==> config.mk <==
export PLATFORM = sky130hd
export DESIGN_NAME = mean_reduce_stream
export DESIGN_NICKNAME = d
export VERILOG_FILES = /design/src/rtl/mean_reduce_pkg.sv /design/src/rtl/seq_udiv.sv /design/src/rtl/mean_reduce_stream.sv
export SDC_FILE = /design/constraint.sdc
export NUM_CORES = 2
export LEC_CHECK = 0
export ABC_AREA = 0
export CORE_AREA = 3 3 342 344
export CTS_CLUSTER_DIAMETER = 30
export CTS_CLUSTER_SIZE = 25
export DETAILED_ROUTE_END_ITERATION = 10
export DIE_AREA = 0 0 345 347
export GPL_TIMING_DRIVEN = 1
export HOLD_SLACK_MARGIN = 0.15
export SLEW_MARGIN = 20
export SYNTH_ARGS = -nofsm -noshare
export SYNTH_HDL_FRONTEND = slang
export SYNTH_SLANG_ARGS = --single-unit
==> constraint.sdc <==
create_clock -name clk -period 7.3 [get_ports clk]
set_clock_uncertainty 0.15 [all_clocks]
set_input_delay 0.73 -clock clk [delete_from_list [all_inputs] [get_ports clk]]
set_output_delay 0.73 -clock clk [all_outputs]
set_load 0.1 [all_outputs]
==> src/rtl/mean_reduce_pkg.sv <==
// Shared state encoding, rounding-mode constants and width helpers for the
// streaming mean reducer.
package mean_reduce_pkg;

    typedef logic [1:0] state_t;

    localparam state_t IDLE = 2'd0;
    localparam state_t ACC  = 2'd1;
    localparam state_t DIV  = 2'd2;
    localparam state_t OUT  = 2'd3;

    localparam int RND_TRUNC     = 0;
    localparam int RND_HALF_AWAY = 1;

    function automatic int lenWidth(input int maxLen);
        return $clog2(maxLen + 1);
    endfunction

    function automatic int accWidth(input int dataW, input int maxLen);
        return dataW + lenWidth(maxLen);
    endfunction

endpackage

==> src/rtl/seq_udiv.sv <==
// Unsigned restoring divider: one quotient bit per cycle, exactly W cycles from
// start_i to done_o; the first iteration happens on the start edge itself.
module seq_udiv #(
    parameter int W     = 45,
    parameter int OUT_W = 32
) (
    input  logic             clk,
    input  logic             rst,
    input  logic             start_i,
    input  logic [W-1:0]     dividend_i,
    input  logic [W-1:0]     divisor_i,
    output logic [OUT_W-1:0] quotient_o,
    output logic             done_o
);

    localparam int CNT_W = $clog2(W + 1);

    logic [W-1:0]     rem_q, rem_d;
    logic [W-1:0]     quo_q, quo_d;
    logic [W-1:0]     srcRem, srcQuo;
    logic [W:0]       shifted;
    logic             fits;
    logic [CNT_W-1:0] cnt_q;
    logic             running_q;
    logic             done_q;

    always_comb begin
        srcRem  = start_i ? '0 : rem_q;
        srcQuo  = start_i ? dividend_i : quo_q;
        shifted = {srcRem, srcQuo[W-1]};
        fits    = (shifted >= {1'b0, divisor_i});
        // The remainder never exceeds the divisor, so the low W bits suffice.
        rem_d   = fits ? (shifted[W-1:0] - divisor_i) : shifted[W-1:0];
        quo_d   = {srcQuo[W-2:0], fits};
    end

    always_ff @(posedge clk) begin
        if (rst) begin
            rem_q     <= '0;
            quo_q     <= '0;
            cnt_q     <= '0;
            running_q <= 1'b0;
            done_q    <= 1'b0;
        end else begin
            done_q <= 1'b0;
            if (start_i || running_q) begin
                rem_q <= rem_d;
                quo_q <= quo_d;
            end
            if (start_i) begin
                cnt_q     <= CNT_W'(1);
                running_q <= 1'b1;
            end else if (running_q) begin
                cnt_q <= cnt_q + CNT_W'(1);
                if (cnt_q == CNT_W'(W - 1)) begin
                    running_q <= 1'b0;
                    done_q    <= 1'b1;
                end
            end
        end
    end

    assign quotient_o = quo_q[OUT_W-1:0];
    assign done_o     = done_q;

endmodule

==> src/rtl/mean_reduce_stream.sv <==
// Streaming per-channel mean: accumulate len beats, divide each channel sum by
// len on parallel sequential dividers, then present one result beat.
module mean_reduce_stream
    import mean_reduce_pkg::*;
#(
    parameter int DATA_W   = 32,
    parameter int NUM_CH   = 4,
    parameter int MAX_LEN  = 4096,
    parameter int RND_MODE = RND_TRUNC,
    parameter int LEN_W    = lenWidth(MAX_LEN),
    parameter int ACC_W    = accWidth(DATA_W, MAX_LEN)
) (
    input  logic                     clk,
    input  logic                     rst,
    input  logic [LEN_W-1:0]         cfg_len,
    input  logic                     in_valid,
    output logic                     in_ready,
    input  logic [NUM_CH*DATA_W-1:0] in_data,
    output logic                     out_valid,
    input  logic                     out_ready,
    output logic [NUM_CH*DATA_W-1:0] out_data,
    output logic                     busy
);

    state_t                    state_q, state_d;
    logic [LEN_W-1:0]          len_q, len_d;
    logic [LEN_W-1:0]          cnt_q, cnt_d;
    logic signed [ACC_W-1:0]   acc_q [NUM_CH];
    logic signed [ACC_W-1:0]   acc_d [NUM_CH];
    logic signed [ACC_W-1:0]   sextIn [NUM_CH];
    logic                      divStarted_q, divStarted_d;
    logic [NUM_CH*DATA_W-1:0]  outData_q, outData_d;
    logic [NUM_CH*DATA_W-1:0]  meanBus;
    logic [LEN_W-1:0]          lenSel;
    logic [ACC_W-1:0]          rndAdd;
    logic [NUM_CH-1:0]         laneDone;
    logic                      divStart;

    // Zero-length vectors behave as length one; oversize requests saturate.
    always_comb begin
        if (cfg_len == '0)
            lenSel = LEN_W'(1);
        else if (cfg_len > LEN_W'(MAX_LEN))
            lenSel = LEN_W'(MAX_LEN);
        else
            lenSel = cfg_len;
    end

    assign rndAdd   = (RND_MODE == RND_HALF_AWAY) ? ACC_W'(len_q >> 1) : '0;
    assign divStart = (state_q == DIV) && !divStarted_q;

    for (genvar c = 0; c < NUM_CH; c++) begin : gLane
        logic [DATA_W-1:0] elem;
        logic              laneNeg;
        logic [ACC_W-1:0]  absAcc;
        logic [ACC_W-1:0]  dividend;
        logic [DATA_W-1:0] quo;

        assign elem      = in_data[c*DATA_W +: DATA_W];
        assign sextIn[c] = {{(ACC_W-DATA_W){elem[DATA_W-1]}}, elem};
        assign laneNeg   = acc_q[c][ACC_W-1];
        assign absAcc    = laneNeg ? (~acc_q[c] + ACC_W'(1)) : acc_q[c];
        assign dividend  = absAcc + rndAdd;

        seq_udiv #(
            .W     (ACC_W),
            .OUT_W (DATA_W)
        ) uDiv (
            .clk        (clk),
            .rst        (rst),
            .start_i    (divStart),
            .dividend_i (dividend),
            .divisor_i  (ACC_W'(len_q)),
            .quotient_o (quo),
            .done_o     (laneDone[c])
        );

        // Sign is reapplied to the magnitude quotient, giving symmetric rounding.
        assign meanBus[c*DATA_W +: DATA_W] = laneNeg ? (~quo + DATA_W'(1)) : quo;
    end

    always_comb begin
        state_d      = state_q;
        len_d        = len_q;
        cnt_d        = cnt_q;
        acc_d        = acc_q;
        divStarted_d = divStarted_q;
        outData_d    = outData_q;
        case (state_q)
            IDLE: begin
                if (in_valid) begin
                    len_d        = lenSel;
                    cnt_d        = LEN_W'(1);
                    divStarted_d = 1'b0;
                    for (int c = 0; c < NUM_CH; c++) acc_d[c] = sextIn[c];
                    state_d = (lenSel == LEN_W'(1)) ? DIV : ACC;
                end
            end
            ACC: begin
                if (in_valid) begin
                    cnt_d = cnt_q + LEN_W'(1);
                    for (int c = 0; c < NUM_CH; c++) acc_d[c] = acc_q[c] + sextIn[c];
                    if (cnt_q + LEN_W'(1) == len_q) state_d = DIV;
                end
            end
            DIV: begin
                divStarted_d = 1'b1;
                if (divStarted_q && (&laneDone)) begin
                    outData_d    = meanBus;
                    divStarted_d = 1'b0;
                    state_d      = OUT;
                end
            end
            OUT: begin
                if (out_ready) state_d = IDLE;
            end
            default: state_d = IDLE;
        endcase
    end

    always_ff @(posedge clk) begin
        if (rst) begin
            state_q      <= IDLE;
            len_q        <= '0;
            cnt_q        <= '0;
            divStarted_q <= 1'b0;
            outData_q    <= '0;
            for (int c = 0; c < NUM_CH; c++) acc_q[c] <= '0;
        end else begin
            state_q      <= state_d;
            len_q        <= len_d;
            cnt_q        <= cnt_d;
            divStarted_q <= divStarted_d;
            outData_q    <= outData_d;
            acc_q        <= acc_d;
        end
    end

    assign in_ready  = (state_q == IDLE) || (state_q == ACC);
    assign out_valid = (state_q == OUT);
    assign busy      = (state_q != IDLE);
    assign out_data  = outData_q;

endmodule

==> reports/results.tsv <==
metric	value	unit
# setup viols final	0	
EDFF count, synth	0	
Worst EP arrival	7.16	ns
CP Class	register to register	
largest delay contributor family on the critical path	simple AND/OR/NAND/NOR gates	
Antenna Nets Post-Route	0	
Final #Nets	7078	
vias per cell	5.92	
worst slew pin tran	1.13	ns
worst endpoint required time	7.78	ns
relative slew slack	24.6	%
Mapped Area	51200	µm²
Tcrit/Tclk final	91.5	%
CP max FO	7	
Pwr Density	526	nW/µm²
cts hold-fix bufs	0	
Die Height	347	µm
Worst-Skew Late Latency	0.81	ns
min-delay worst type	primary input to register	
Synth top cells by count	nor2_1 (777), dfxtp_1 (729), a21oi_1 (537), nand2_1 (485), a211oi_1 (439)	
All-Layer GR Usage	25.4	%
CP Buf/Inv Count	0	
most used cell along the critical path	a21oi_1	
Startpoint Class	register	
row count	124	
share of the synthesized area in the top cell type	28.5	%
H-tree Lvls	4	
syn nets	6969	
io pins	276	
Pleak	23.8	nW
CTS resizes	0	
clock buffer count from CTS	204	
Slew Limit Fails	0	
Fin Setup TNS	0	ns
worst stage delay on the critical path	0.70	ns
Placer Congestion	0.904	
status	finished clean	
CTS root buffer	clkbuf_16	
clock tree buffer depth	3	
# DRC	0	
via count	49534	
WL final	159000	µm
die area	120000	µm²
CTS tree	yes	
DPL Wire Length	109000	µm
WL/cell	19.0	µm
Worst setup EP type	register	
final hold violations	0	
gate count after technology mapping	6567	
die width	345	µm
Max-cap violations	0	
fin crit period	6.68	ns
Main synth FF type	dfxtp_1	
Clk pin slew, worst setup/hold paths	0.04	ns
number of global-route vias before repair	46454	
share of layout cells above drive strength 1	7.31	%
core area	114000	µm²
synthesis-to-layout area growth	21.3	%
final hold slack	0.263	ns
Post-Syn Area per Cell	7.80	µm²
Yosys top cell by area	dfxtp_1	
Synth cell types	92	
drt first pass iters	6	
Buffers on Ports	275	
grt ovf	0	
Num Clock Sinks	729	
asr flop ratio synth	0	%
largest net degree at the start of global routing	178	
synth top area cells	dfxtp_1 (29%), a211oi_1 (6.4%), ha_1 (6.1%)	
Initial Util	44.8	%
cell chain of the critical path	or4_4 > or2_1 > or3_4 > or3b_1 > or3_4 > or4_4 > nor4_2 > a21oi_1 > ha_1 > fa_1 > nand2b_1 > a21oi_1 > o21ai_0 > a21oi_1 > o2111a_1 > nor3_1 > a2111oi_0 > a21oi_1 > a22oi_1 > a221oi_1	
postcts setup bufs	0	
initial antenna violation count	6	
fmax	150	MHz
Filler cells	10743	
post-synthesis register bit count	729	
RSZ-0062 raised after global routing	false	
first-pass GRT wire length	254000	µm
most common cell in the netlist	nor2_1	
slowest cell on the critical path	a2111oi_0	
Synth Warn #	0	
worst vdd ir	301	µV
number of DRC markers in iteration 0	3569	
Seq/Total Area, Yosys	28.5	%
power breakdown:
group / switching (mW) / leakage (nW) / internal (mW)
Combinational: 9.95 / 14.2 / 6.54
Clock: 2.79 / 3.58 / 6.55
Sequential: 1.69 / 5.96 / 5.18
Total: 14.4 / 23.8 / 18.3
placed cells by master, fill, tap and decap left out, types with 21 or more instances in the layout:
cell             instances
a211oi_1               438
a21o_1                 145
a21oi_1                536
a221oi_1                50
a22oi_1                 21
a31oi_1                 76
and2_1                  65
and3_1                  69
buf_4                   53
bufinv_16               31
clkbuf_1                26
clkbuf_16              205
clkbuf_8                33
clkdlybuf4s50_1        269
clkinv_2                47
dfxtp_1                721
ha_1                   248
inv_1                  133
mux2i_1                289
nand2_1                481
nand2b_1                53
nand3_1                105
nand4_1                 61
nor2_1                 774
nor2b_1                 42
nor3_1                 146
nor4_1                  80
o21a_1                  38
o21ai_0                351
o21bai_1                34
o22ai_1                 76
o31ai_1                 97
o41ai_1                 50
or2_2                   25
or3_1                   67
or4_1                   51
xnor2_1                293
xor2_1                 202
sequential cells by signal, summed over array words and instances, names as in the netlist:
name and flops:
gLane.uDiv.running_q 4, gLane.uDiv.done_o 4, gLane.uDiv.rem_q 180, cnt_q 13, gLane.uDiv.quo_q 180, divStarted_q 1
gLane.uDiv.cnt_q 24, state_q 2, out_data 128, acc_q 180, len_q 13
cell type report:
cell class                      instances  area, µm²  area share, %
Antenna cell                            5       12.5         0.0201
Clock buffer                          264       5680           9.15
Clock inverter                        116       1640           2.63
Inverter                              135        508          0.818
Multi-Input combinational cell       5277      34600           55.7
Sequential cell                       729      14600           23.5
Tap cell                             1512       1890           3.05
Timing Repair Buffer                  329       3200           5.14
metrics by stage:
| stage | setup slack (ns) | cell area (µm²) | utilization, % | power, mW | cells |
|---|---|---|---|---|---|
| floorplan | 1.28 | 51200 | - | 19.2 | 6567 |
| global route | 0.277 | 62100 | 54.4 | 35.2 | 8365 |
| global placement | 0.768 | 54800 | 48.0 | 23.0 | 7982 |
| finish | 0.620 | 62100 | 54.4 | 32.7 | 8367 |
| CTS | 0.680 | 62100 | 54.4 | 32.7 | 8362 |
| detailed placement | 0.710 | 54800 | 48.0 | 23.1 | 7982 |
logic make-up (layout without fill, tap and decap cells):
kind of cell               after synthesis  in the layout  share of synthesized area [%]
AOI/OAI and AO/OA                     2126           2126                           27.3
xor gates and xnor gates               495            495                           8.47
adders and majority gates              257            257                           6.40
buffers and inverters                  561            844                           4.12
DFF                                    729            729                           28.5
muxes                                  293            293                           5.74
other                                    0              5                              0
and+or+nand+nor                       2106           2106                           19.4
worst paths after layout:
| path | start | end | slack, ns | depth (start not counted) |
|---|---|---|---|---|
| hold reg to reg | out_data[87] | out_data[87] | 0.30 | 2 |
| setup reg to reg | acc_q[139] | gLane[0].uDiv.rem_q[44] | 0.62 | 20 |
| hold / removal | rst | acc_q[106] | 0.26 | 2 |
| setup / recovery | acc_q[139] | gLane[0].uDiv.rem_q[44] | 0.62 | 20 |
worst register-to-register path, stage by stage (launching register included):
cell and delay [ns]:
dfxtp_1 0.37, or4_4 0.56, or2_1 0.24, or3_4 0.37
or3b_1 0.53, or3_4 0.46, or4_4 0.47, nor4_2 0.26
a21oi_1 0.14, ha_1 0.27, fa_1 0.40, nand2b_1 0.16
a21oi_1 0.18, o21ai_0 0.12, a21oi_1 0.23, o2111a_1 0.27
nor3_1 0.14, a2111oi_0 0.70, a21oi_1 0.16, a22oi_1 0.22
a221oi_1 0.10
metal layers:
layer | wire, µm | up-vias | global-route usage, %
li1 | - | 24701 | -
met1 | 74600 | 23177 | 35.4
met2 | 70700 | 1379 | 39.9
met3 | 9400 | 277 | 4.18
met4 | 4180 | 0 | 8.53
met5 | 0 | - | 0
(Power assumes the default switching activity.)
